===== config.mk =====
export PLATFORM = sky130hd
export DESIGN_NAME = ex_operand_stage
export DESIGN_NICKNAME = d
export VERILOG_FILES = /design/src/rtl/ex_operand_stage.sv
export SDC_FILE = /design/constraint.sdc
export NUM_CORES = 1
export LEC_CHECK = 0
export CAP_MARGIN = 20
export CORE_AREA = 2 2 133 135
export CTS_BUF_LIST = sky130_fd_sc_hd__clkbuf_16
export CTS_CLUSTER_SIZE = 12
export DETAILED_ROUTE_END_ITERATION = 6
export DIE_AREA = 0 0 135 137
export PLACE_DENSITY = 0.94
export SETUP_SLACK_MARGIN = 0.3
export SLEW_MARGIN = 20
export SYNTH_ARGS = -nofsm -noshare
export SYNTH_HDL_FRONTEND = slang
export SYNTH_SLANG_ARGS = --single-unit

===== constraint.sdc =====
create_clock -name clk -period 2.3 [get_ports clk]
set_input_delay 0.46 -clock clk [delete_from_list [all_inputs] [get_ports clk]]
set_output_delay 0.46 -clock clk [all_outputs]
set_load 0.005 [all_outputs]

===== src/rtl/ex_operand_stage.sv =====
// ex_operand_stage: one-entry operand register in front of the ALU, with MEM/WB bypass and stall refresh.
// Ports: clk/rst (sync, active-high), flush; in_* decoded instruction with valid/ready handshake;
// fwd_mem_*/fwd_wb_* bypass sources; out_* ALU operands and control with valid/ready handshake.
// Build option: define EX_OPERAND_FORWARDING_EN to enable bypass and stall refresh. When it is
// undefined, the fwd_* ports are ignored.
module ex_operand_stage #(
  parameter int XLEN = 32
) (
  input  logic            clk,
  input  logic            rst,
  input  logic            flush,
  input  logic            in_valid,
  output logic            in_ready,
  input  logic [3:0]      in_alu_ctrl,
  input  logic [4:0]      in_rs1_addr,
  input  logic [4:0]      in_rs2_addr,
  input  logic [XLEN-1:0] in_rs1_data,
  input  logic [XLEN-1:0] in_rs2_data,
  input  logic [XLEN-1:0] in_imm,
  input  logic [XLEN-1:0] in_pc,
  input  logic            in_src1_pc,
  input  logic            in_src2_imm,
  input  logic [4:0]      in_rd_addr,
  input  logic            in_reg_write,
  input  logic            fwd_mem_en,
  input  logic [4:0]      fwd_mem_rd,
  input  logic [XLEN-1:0] fwd_mem_data,
  input  logic            fwd_wb_en,
  input  logic [4:0]      fwd_wb_rd,
  input  logic [XLEN-1:0] fwd_wb_data,
  output logic            out_valid,
  input  logic            out_ready,
  output logic [3:0]      out_alu_ctrl,
  output logic [XLEN-1:0] out_src1,
  output logic [XLEN-1:0] out_src2,
  output logic [XLEN-1:0] out_rs2_data,
  output logic [4:0]      out_rd_addr,
  output logic            out_reg_write
);
  logic            valid;
  logic [3:0]      alu_ctrl;
  logic [4:0]      rs1_addr, rs2_addr, rd_addr;
  logic [XLEN-1:0] rs1_data, rs2_data, imm, pc;
  logic            src1_pc, src2_imm, reg_write;
  logic [XLEN-1:0] byp1, byp2;
  logic            accept, stall;
  assign in_ready = !valid || out_ready;
  assign accept   = in_valid && in_ready;
  assign stall    = valid && !out_ready;
`ifdef EX_OPERAND_FORWARDING_EN
  // MEM is younger than WB, so it wins; x0 is hardwired and never bypassed.
  assign byp1 = (rs1_addr != 5'd0 && fwd_mem_en && fwd_mem_rd == rs1_addr) ? fwd_mem_data :
                (rs1_addr != 5'd0 && fwd_wb_en  && fwd_wb_rd  == rs1_addr) ? fwd_wb_data  : rs1_data;
  assign byp2 = (rs2_addr != 5'd0 && fwd_mem_en && fwd_mem_rd == rs2_addr) ? fwd_mem_data :
                (rs2_addr != 5'd0 && fwd_wb_en  && fwd_wb_rd  == rs2_addr) ? fwd_wb_data  : rs2_data;
`else
  logic unused_fwd;
  assign byp1 = rs1_data;
  assign byp2 = rs2_data;
  assign unused_fwd = ^{fwd_mem_en, fwd_mem_rd, fwd_mem_data, fwd_wb_en, fwd_wb_rd, fwd_wb_data};
`endif
  always_ff @(posedge clk) begin
    if (rst) begin
      valid     <= 1'b0;
      alu_ctrl  <= '0;
      rs1_addr  <= '0;
      rs2_addr  <= '0;
      rs1_data  <= '0;
      rs2_data  <= '0;
      imm       <= '0;
      pc        <= '0;
      src1_pc   <= 1'b0;
      src2_imm  <= 1'b0;
      rd_addr   <= '0;
      reg_write <= 1'b0;
    end else begin
      valid <= !flush && (accept || stall);
      if (accept && !flush) begin
        alu_ctrl  <= in_alu_ctrl;
        rs1_addr  <= in_rs1_addr;
        rs2_addr  <= in_rs2_addr;
        rs1_data  <= in_rs1_data;
        rs2_data  <= in_rs2_data;
        imm       <= in_imm;
        pc        <= in_pc;
        src1_pc   <= in_src1_pc;
        src2_imm  <= in_src2_imm;
        rd_addr   <= in_rd_addr;
        reg_write <= in_reg_write;
      end else if (stall) begin
        // Latch forwarded values so they survive the producer retiring mid-stall.
        rs1_data <= byp1;
        rs2_data <= byp2;
      end
    end
  end
  assign out_valid     = valid;
  assign out_alu_ctrl  = alu_ctrl;
  assign out_src1      = src1_pc ? pc : byp1;
  assign out_src2      = src2_imm ? imm : byp2;
  assign out_rs2_data  = byp2;
  assign out_rd_addr   = rd_addr;
  assign out_reg_write = valid && reg_write;
endmodule


==> impl_results.html, run 1 <==
<table>
<tr><th>Metric</th><th>Value</th></tr>
<tr><th colspan="2">Floorplan</th></tr>
<tr><td>Area of the die</td><td>18500 um^2</td></tr>
<tr><td>Chip height</td><td>137 um</td></tr>
<tr><td>Count of pins on the block boundary</td><td>339</td></tr>
<tr><td>Std-Cell Rows</td><td>48</td></tr>
<tr><td>Horizontal die dimension</td><td>135 um</td></tr>
<tr><td>Placeable core region</td><td>17100 um^2</td></tr>
<tr><td>Starting density of the core</td><td>41.7%</td></tr>
<tr><th colspan="2">STA</th></tr>
<tr><td>Hold Violations, Final</td><td>0</td></tr>
<tr><td>Slew Limit Headroom</td><td>72.1%</td></tr>
<tr><td>Highest clock frequency the design can meet</td><td>0.486 GHz</td></tr>
<tr><td>Minimum clock period</td><td>2060 ps</td></tr>
<tr><td>RSZ-0062 raised after global routing</td><td>true</td></tr>
<tr><td>Measured slew at the worst slew-check pin</td><td>419 ps</td></tr>
<tr><td>Worst setup skew after layout</td><td>7.77 ps</td></tr>
<tr><td>Tcrit/Tclk final</td><td>89.4%</td></tr>
<tr><td>Max Transition Viols Final</td><td>0</td></tr>
<tr><td>Accumulated negative setup slack</td><td>0 ps</td></tr>
<tr><td>Number of setup violations in the final report</td><td>0</td></tr>
<tr><th colspan="2">Pwr</th></tr>
<tr><td>Overall power after layout</td><td>6.77 mW</td></tr>
<tr><td>Maximum VDD drop</td><td>0.500 mV</td></tr>
<tr><td>Reported leakage power</td><td>4.29 nW</td></tr>
<tr><td>Power per Cell Area</td><td>631 nW/um^2</td></tr>
<tr><th colspan="2">Layout</th></tr>
<tr><td>Final #Nets</td><td>1176</td></tr>
<tr><td>Synthesis-to-finish area growth</td><td>51.1%</td></tr>
<tr><td>Flip-flop and latch area</td><td>2830 um^2</td></tr>
<tr><td>Cell Count, Final, Fillers Out</td><td>1182</td></tr>
<tr><td>Area of the multi-input gates</td><td>4000 um^2</td></tr>
<tr><td>Fraction of layout cells with a size suffix above 1</td><td>20.4%</td></tr>
<tr><td>Fillcell total</td><td>1315</td></tr>
<tr><td>N_diodes</td><td>0</td></tr>
<tr><th colspan="2">Hold path</th></tr>
<tr><td>Critical hold path startpoint</td><td>pc[18]</td></tr>
<tr><td>Hold-critical path depth</td><td>2</td></tr>
<tr><td>Min-delay worst type</td><td>reg2reg</td></tr>
<tr><td>End point of the worst hold path</td><td>pc[18]</td></tr>
<tr><th colspan="2">Global route</th></tr>
<tr><td>Wire length of the first global-routing pass</td><td>28800 um</td></tr>
<tr><td>Global-route congestion overflow total</td><td>0</td></tr>
<tr><td>Via count of the first global-routing pass</td><td>5664</td></tr>
<tr><td>Initial antenna violation count</td><td>0</td></tr>
<tr><td>Overall track demand over capacity in global routing</td><td>19.7%</td></tr>
<tr><td>Largest net degree at the start of global routing</td><td>103</td></tr>
<tr><th colspan="2">Synth</th></tr>
<tr><td>Post-synthesis cell type count</td><td>15</td></tr>
<tr><td>Share of Yosys cell area claimed by the top area cell type</td><td>39.7%</td></tr>
<tr><td>Top cell type by total area after synthesis</td><td>sky130_fd_sc_hd__dfxtp_1</td></tr>
<tr><td>Synthesized flop and latch total</td><td>141</td></tr>
<tr><td>Async set-reset flop share out of synthesis</td><td>0%</td></tr>
<tr><td>Largest cells by area after synthesis</td><td>sky130_fd_sc_hd__dfxtp_1 (40%), sky130_fd_sc_hd__nand2b_1 (25%), sky130_fd_sc_hd__mux2i_1 (20%), sky130_fd_sc_hd__mux2_2 (10%), sky130_fd_sc_hd__buf_8 (2.1%)</td></tr>
<tr><td>Sequential area share after synthesis</td><td>39.7%</td></tr>
<tr><td>Cell area after synthesis</td><td>7100 um^2</td></tr>
<tr><td>Count of yosys warnings during synthesis</td><td>0</td></tr>
<tr><td>Cells after synthesis</td><td>686</td></tr>
<tr><td>Net Count, Synth</td><td>917</td></tr>
<tr><td>Average cell area after synthesis</td><td>10.4 um^2</td></tr>
<tr><td>Number of enable flip-flop cells after synthesis</td><td>0</td></tr>
<tr><td>Synth Flop Type</td><td>sky130_fd_sc_hd__dfxtp_1</td></tr>
<tr><th colspan="2">Clocking</th></tr>
<tr><td>CTS Root Cell</td><td>sky130_fd_sc_hd__clkbuf_16</td></tr>
<tr><td>Maximum number of buffers from clock root to sink</td><td>2</td></tr>
<tr><td>Inserted Clock Buffers</td><td>17</td></tr>
<tr><td>TritonCTS Sinks</td><td>141</td></tr>
<tr><td>Clock slew at the register clock pins of the worst setup and hold paths</td><td>60 ps</td></tr>
<tr><td>Worst-skew pair later-pin latency</td><td>410 ps</td></tr>
<tr><td>CTS tree</td><td>done</td></tr>
<tr><td>Max H-tree Level</td><td>4</td></tr>
<tr><th colspan="2">Routing</th></tr>
<tr><td>Total vias in the final route</td><td>5576</td></tr>
<tr><td>Count of TritonRoute iterations in the first routing pass</td><td>4</td></tr>
<tr><td>Final ANT Viol Nets</td><td>0</td></tr>
<tr><td>Post-DR wirelength/cell</td><td>15.8 um</td></tr>
<tr><td>Total wire length after detailed routing</td><td>18700 um</td></tr>
<tr><td>DRC marker count from the first detailed-route iteration</td><td>158</td></tr>
<tr><td>Via-to-Cell Ratio</td><td>4.72</td></tr>
<tr><td>Count of unresolved DRC violations after routing</td><td>0</td></tr>
<tr><th colspan="2">Setup path</th></tr>
<tr><td>Largest driver fanout on the critical path</td><td>8</td></tr>
<tr><td>R2R setup slack</td><td>600 ps</td></tr>
<tr><td>Setup crit start kind</td><td>register</td></tr>
<tr><td>Data required time at the worst endpoint</td><td>1840 ps</td></tr>
<tr><td>Data arrival time at the worst-slack endpoint</td><td>1600 ps</td></tr>
<tr><td>Worst R2R Start</td><td>out_valid</td></tr>
<tr><td>Destination of the worst register-to-register timing path</td><td>out_rs2_data[9]</td></tr>
<tr><td>Kind of end point of the critical path</td><td>primary output</td></tr>
<tr><td>Worst Reg-to-Reg Cells</td><td>6</td></tr>
<tr><td>Worst Path Class, Setup</td><td>reg2out</td></tr>
<tr><th colspan="2">Placement</th></tr>
<tr><td>Count of buffers from port buffering</td><td>252</td></tr>
<tr><td>Final Wtd Congestion</td><td>0.783</td></tr>
<tr><td>Post-DP HPWL</td><td>12300 um</td></tr>
<tr><td>DP Cell Count</td><td>1125</td></tr>
<tr><th colspan="2">Outcome</th></tr>
<tr><td>Status</td><td>completed</td></tr>
<tr><th colspan="2">Job</th></tr>
<tr><td>Max-cap violations</td><td>0</td></tr>
</table>
Yosys cell counts, types with 4 or more instances:
| cell type | number |
|---|---|
| sky130_fd_sc_hd__buf_2 | 10 |
| sky130_fd_sc_hd__buf_4 | 4 |
| sky130_fd_sc_hd__buf_8 | 10 |
| sky130_fd_sc_hd__clkbuf_1 | 30 |
| sky130_fd_sc_hd__dfxtp_1 | 141 |
| sky130_fd_sc_hd__mux2_2 | 64 |
| sky130_fd_sc_hd__mux2i_1 | 140 |
| sky130_fd_sc_hd__nand2b_1 | 280 |
logic make-up after synthesis:
kind of cell / after synthesis / share of synthesized area (%)
buffers and inverters: 56 / 5.16
and+or+nand+nor: 285 / 25.2
muxes: 204 / 29.9
DFF: 141 / 39.7
layout make-up:
type	count	share of cell area, %
Multi-Input combinational cell	489	37.3
Timing Repair Buffer	295	27.8
Sequential cell	141	26.4
Clock buffer	17	3.96
Tap cell	225	2.62
Clock inverter	14	2.00
Inverter	1	0.0350
stage by stage:
stage	cell area, um^2	utilization [%]	worst slack (ps)	hold slack (ps)
after detailed placement	9760	57.2	214	460
after floorplan	7100	-	787	444
after global placement	9760	57.2	277	455
final	10700	62.9	243	470
after CTS	10600	62.4	187	474
after global routing	10700	62.9	206	486
worst max path at each step:
stage	from	end	slack, ps
2_1_floorplan	src1_pc	out_src1[10]	790
3_3_place_gp	out_ready	imm[12]	280
3_5_place_dp	out_ready	imm[9]	210
4_1_cts	src2_imm	out_src2[13]	190
5_1_grt	src1_pc	out_src1[17]	210
6_report	src1_pc	out_src1[17]	240
timing repair:
action | CTS | global route
buffers inserted | 18 | 2
hold buffers | 0 | 0
endpoints found under the setup margin | 65 | 45
gates resized for setup | 223 | 53
pin swaps | 0 | 0
cloned | 5 | 1
per-layer routing:
metal	up-vias	global-route usage, %	wire (um)	share of wire, %
met5	-	0	0	0
met4	0	7.12	346	1.9
met3	22	5.70	1410	7.5
met2	195	33.3	8850	47
met1	2591	24.0	8080	43
li1	2768	-	-	-
worst max-delay path, stage by stage, from the launching register on:
cell and delay, ps:
sky130_fd_sc_hd__dfxtp_4 360, sky130_fd_sc_hd__buf_12 130, sky130_fd_sc_hd__buf_16 140, sky130_fd_sc_hd__buf_4 130, sky130_fd_sc_hd__mux2_4 300, sky130_fd_sc_hd__buf_6 120
sequential cells by signal, summed over array words and instances, names as in the netlist:
register	cells
pc	32
byp1	32
out_valid	1
src2_imm	1
out_alu_ctrl	4
src1_pc	1
out_rd_addr	5
out_rs2_data	32
reg_write	1
imm	32
power by group:
part           total [mW]  leakage, nW  internal, mW  switching, mW
Sequential           2.65         1.15          2.57         0.0789
Clock                3.03        0.312          1.93           1.10
Combinational        1.09         2.82         0.715          0.378
Total                6.77         4.29          5.21           1.56
cell usage in the layout, fill, tap and decap left out, types with 15 or more instances in the layout:
cell	Yosys	layout
sky130_fd_sc_hd__buf_2	10	19
sky130_fd_sc_hd__buf_4	4	15
sky130_fd_sc_hd__buf_6	0	29
sky130_fd_sc_hd__clkbuf_16	0	18
sky130_fd_sc_hd__clkbuf_2	0	16
sky130_fd_sc_hd__clkdlybuf4s50_1	0	186
sky130_fd_sc_hd__dfxtp_1	141	139
sky130_fd_sc_hd__mux2_2	64	43
sky130_fd_sc_hd__mux2_4	0	21
sky130_fd_sc_hd__mux2i_1	140	140
sky130_fd_sc_hd__nand2b_1	280	280
Power figures use the tool's default switching activity.
==> inputs of run 2 (changes only) <==
PLACE_DENSITY = 0.8   (was 0.94)
==> run 2 against run 1 <==
Against the previous run: die area stayed put; combinational power rose by 8%; fmax down 3.6%; setup slack got worse by 76 ps; total power grew 2.9%; sequential cell count unchanged; largest power group unchanged.
==> impl_results.html, run 2 (synthesis gave the netlist of run 1 again) <==
<table>
<tr><th>Metric</th><th>Value</th></tr>
<tr><th colspan="2">Outcome</th></tr>
<tr><td>Status</td><td>completed</td></tr>
<tr><th colspan="2">Setup path</th></tr>
<tr><td>Largest delay contributor family on the critical path</td><td>buffers and inverters</td></tr>
<tr><td>Kind of end point of the critical path</td><td>primary output</td></tr>
<tr><td>Data required time at the worst endpoint</td><td>1840 ps</td></tr>
<tr><td>CP most frequent cell</td><td>sky130_fd_sc_hd__buf_12</td></tr>
<tr><td>Setup crit start kind</td><td>register</td></tr>
<tr><td>Number of buffers and inverters on the critical path</td><td>5</td></tr>
<tr><td>Data arrival time at the worst-slack endpoint</td><td>1670 ps</td></tr>
<tr><td>Cell with the largest stage delay on the worst path</td><td>sky130_fd_sc_hd__dfxtp_4</td></tr>
<tr><td>Critical Path, Cell by Cell</td><td>buf_12, buf_16, buf_12, buf_6, mux2_2, buf_2</td></tr>
<tr><td>Stage delay of the slowest cell on the critical path</td><td>370 ps</td></tr>
<tr><td>Largest driver fanout on the critical path</td><td>6</td></tr>
<tr><td>Worst Path Class, Setup</td><td>reg2out</td></tr>
<tr><th colspan="2">Global route</th></tr>
<tr><td>Global-route congestion overflow total</td><td>0</td></tr>
<tr><td>Largest net degree at the start of global routing</td><td>111</td></tr>
<tr><td>Via count of the first global-routing pass</td><td>5711</td></tr>
<tr><td>Wire length of the first global-routing pass</td><td>29700 um</td></tr>
<tr><td>Initial antenna violation count</td><td>0</td></tr>
<tr><td>Overall track demand over capacity in global routing</td><td>20.7%</td></tr>
<tr><th colspan="2">Floorplan</th></tr>
<tr><td>Starting density of the core</td><td>41.7%</td></tr>
<tr><td>Std-Cell Rows</td><td>48</td></tr>
<tr><td>Placeable core region</td><td>17100 um^2</td></tr>
<tr><td>Horizontal die dimension</td><td>135 um</td></tr>
<tr><td>Chip height</td><td>137 um</td></tr>
<tr><td>Area of the die</td><td>18500 um^2</td></tr>
<tr><td>Count of pins on the block boundary</td><td>339</td></tr>
<tr><th colspan="2">Hold path</th></tr>
<tr><td>Min-delay worst type</td><td>in2reg</td></tr>
<tr><th colspan="2">Layout</th></tr>
<tr><td>Flip-flop and latch area</td><td>2830 um^2</td></tr>
<tr><td>Fraction of layout cells with a size suffix above 1</td><td>22.8%</td></tr>
<tr><td>N_diodes</td><td>0</td></tr>
<tr><td>Synthesis-to-finish area growth</td><td>58.0%</td></tr>
<tr><td>Area of the multi-input gates</td><td>4070 um^2</td></tr>
<tr><td>Fillcell total</td><td>1354</td></tr>
<tr><td>Most frequent cells in the layout</td><td>sky130_fd_sc_hd__nand2b_1 (280), sky130_fd_sc_hd__clkdlybuf4s50_1 (186), sky130_fd_sc_hd__mux2i_1 (140), sky130_fd_sc_hd__dfxtp_1 (139), sky130_fd_sc_hd__buf_6 (57)</td></tr>
<tr><td>Most frequent standard cell in the layout excluding fill and tap cells</td><td>sky130_fd_sc_hd__nand2b_1</td></tr>
<tr><td>Cell Count, Final, Fillers Out</td><td>1201</td></tr>
<tr><td>Final #Nets</td><td>1194</td></tr>
<tr><th colspan="2">Placement</th></tr>
<tr><td>Final Wtd Congestion</td><td>0.722</td></tr>
<tr><td>Count of buffers from port buffering</td><td>252</td></tr>
<tr><td>DP Cell Count</td><td>1123</td></tr>
<tr><td>Post-DP HPWL</td><td>11600 um</td></tr>
<tr><td>Pre-CTS worst setup slack</td><td>188 ps</td></tr>
<tr><th colspan="2">Clocking</th></tr>
<tr><td>TritonCTS Sinks</td><td>141</td></tr>
<tr><td>Inserted Clock Buffers</td><td>17</td></tr>
<tr><td>Max H-tree Level</td><td>4</td></tr>
<tr><td>CTS tree</td><td>done</td></tr>
<tr><td>Clock slew at the register clock pins of the worst setup and hold paths</td><td>60 ps</td></tr>
<tr><td>Maximum number of buffers from clock root to sink</td><td>2</td></tr>
<tr><td>Worst-skew pair later-pin latency</td><td>420 ps</td></tr>
<tr><td>CTS Root Cell</td><td>sky130_fd_sc_hd__clkbuf_16</td></tr>
<tr><th colspan="2">STA</th></tr>
<tr><td>Accumulated negative setup slack</td><td>0 ps</td></tr>
<tr><td>Final critical-path setup slack</td><td>167 ps</td></tr>
<tr><td>Worst setup skew after layout</td><td>10.8 ps</td></tr>
<tr><td>Highest clock frequency the design can meet</td><td>0.469 GHz</td></tr>
<tr><td>Worst-case hold slack</td><td>464 ps</td></tr>
<tr><td>Measured slew at the worst slew-check pin</td><td>318 ps</td></tr>
<tr><td>Slew Limit Headroom</td><td>78.8%</td></tr>
<tr><td>Number of setup violations in the final report</td><td>0</td></tr>
<tr><td>Minimum clock period</td><td>2130 ps</td></tr>
<tr><td>Hold Violations, Final</td><td>0</td></tr>
<tr><td>Tcrit/Tclk final</td><td>92.7%</td></tr>
<tr><td>Max Transition Viols Final</td><td>0</td></tr>
<tr><td>RSZ-0062 raised after global routing</td><td>true</td></tr>
<tr><th colspan="2">Routing</th></tr>
<tr><td>Final ANT Viol Nets</td><td>0</td></tr>
<tr><td>DRC marker count from the first detailed-route iteration</td><td>162</td></tr>
<tr><td>Count of unresolved DRC violations after routing</td><td>0</td></tr>
<tr><td>Total vias in the final route</td><td>5600</td></tr>
<tr><td>Count of TritonRoute iterations in the first routing pass</td><td>4</td></tr>
<tr><td>Via-to-Cell Ratio</td><td>4.66</td></tr>
<tr><td>Post-DR wirelength/cell</td><td>15.8 um</td></tr>
<tr><td>Total wire length after detailed routing</td><td>19000 um</td></tr>
<tr><th colspan="2">Pwr</th></tr>
<tr><td>Reported leakage power</td><td>4.47 nW</td></tr>
<tr><td>Power per Cell Area</td><td>621 nW/um^2</td></tr>
<tr><td>Maximum VDD drop</td><td>0.502 mV</td></tr>
<tr><th colspan="2">Job</th></tr>
<tr><td>Max-cap violations</td><td>0</td></tr>
</table>
==> run 2: cell types whose count changed in the layout (fill, tap and decap cells not counted), moves of 2 or more <==
cell	delta
sky130_fd_sc_hd__buf_12	+8
sky130_fd_sc_hd__buf_8	+6
sky130_fd_sc_hd__mux2_4	+18
sky130_fd_sc_hd__clkdlybuf4s15_2	+2
sky130_fd_sc_hd__buf_6	+28
sky130_fd_sc_hd__mux2_2	-18
sky130_fd_sc_hd__dlygate4sd2_1	-9
sky130_fd_sc_hd__clkbuf_2	-14
==> run 2: layer usage <==
metal	track usage, %	wire length, um	up-vias
met5	0	0	-
met4	8.04	396	0
li1	-	-	2809
met1	24.6	8130	2579
met3	7.11	1540	22
met2	34.6	8950	190
==> run 2: area by class of cell <==
type	instances	area share [%]
multi-input cells	489	36.2
repair buffers	313	30.1
flip-flops and latches	141	25.2
clock buffers	17	3.79
well taps	225	2.51
clock inverters	15	2.14
inverters	1	0.0334
==> run 2: where the power goes <==
group	leakage (nW)	switching, mW	internal (mW)	total (mW)
Clock	0.323	1.10	2.03	3.14
Sequential	1.15	0.0801	2.57	2.65
Combinational	2.99	0.392	0.792	1.18
==> run 2: timing repair <==
action                                  CTS  global route
gates resized for setup                 330            42
gates cloned                              5             0
endpoints found under the setup margin   65            57
hold buffers                              0             0
buffers inserted                         35             6
==> run 2: per-stage QoR <==
| step | power [mW] | util [%] | area [um^2] |
|---|---|---|---|
| CTS | 7.01 | 64.6 | 11000 |
| detailed placement | 3.73 | 57.4 | 9790 |
| global placement | 3.71 | 57.4 | 9790 |
| global route | 7.26 | 65.8 | 11200 |
| floorplan | 3.18 | - | 7100 |
| finish | 6.97 | 65.8 | 11200 |
==> run 2: worst paths after layout <==
| kind | from | to | slack, ps | cells after the start |
|---|---|---|---|---|
| max | src2_imm | out_src2[3] | 170 | 6 |
| min | rst | out_valid | 460 | 2 |
| max reg2reg | out_valid | out_rd_addr[1] | 660 | 6 |
| min reg2reg | imm[3] | imm[3] | 470 | 2 |
==> run 2: worst register-to-register path, delay by kind of cell, from the launching register on <==
family / cells / cell delay (ps)
and+or+nand+nor: 2 / 330
muxes: 1 / 270
buffers and inverters: 3 / 660
DFF: 1 / 320
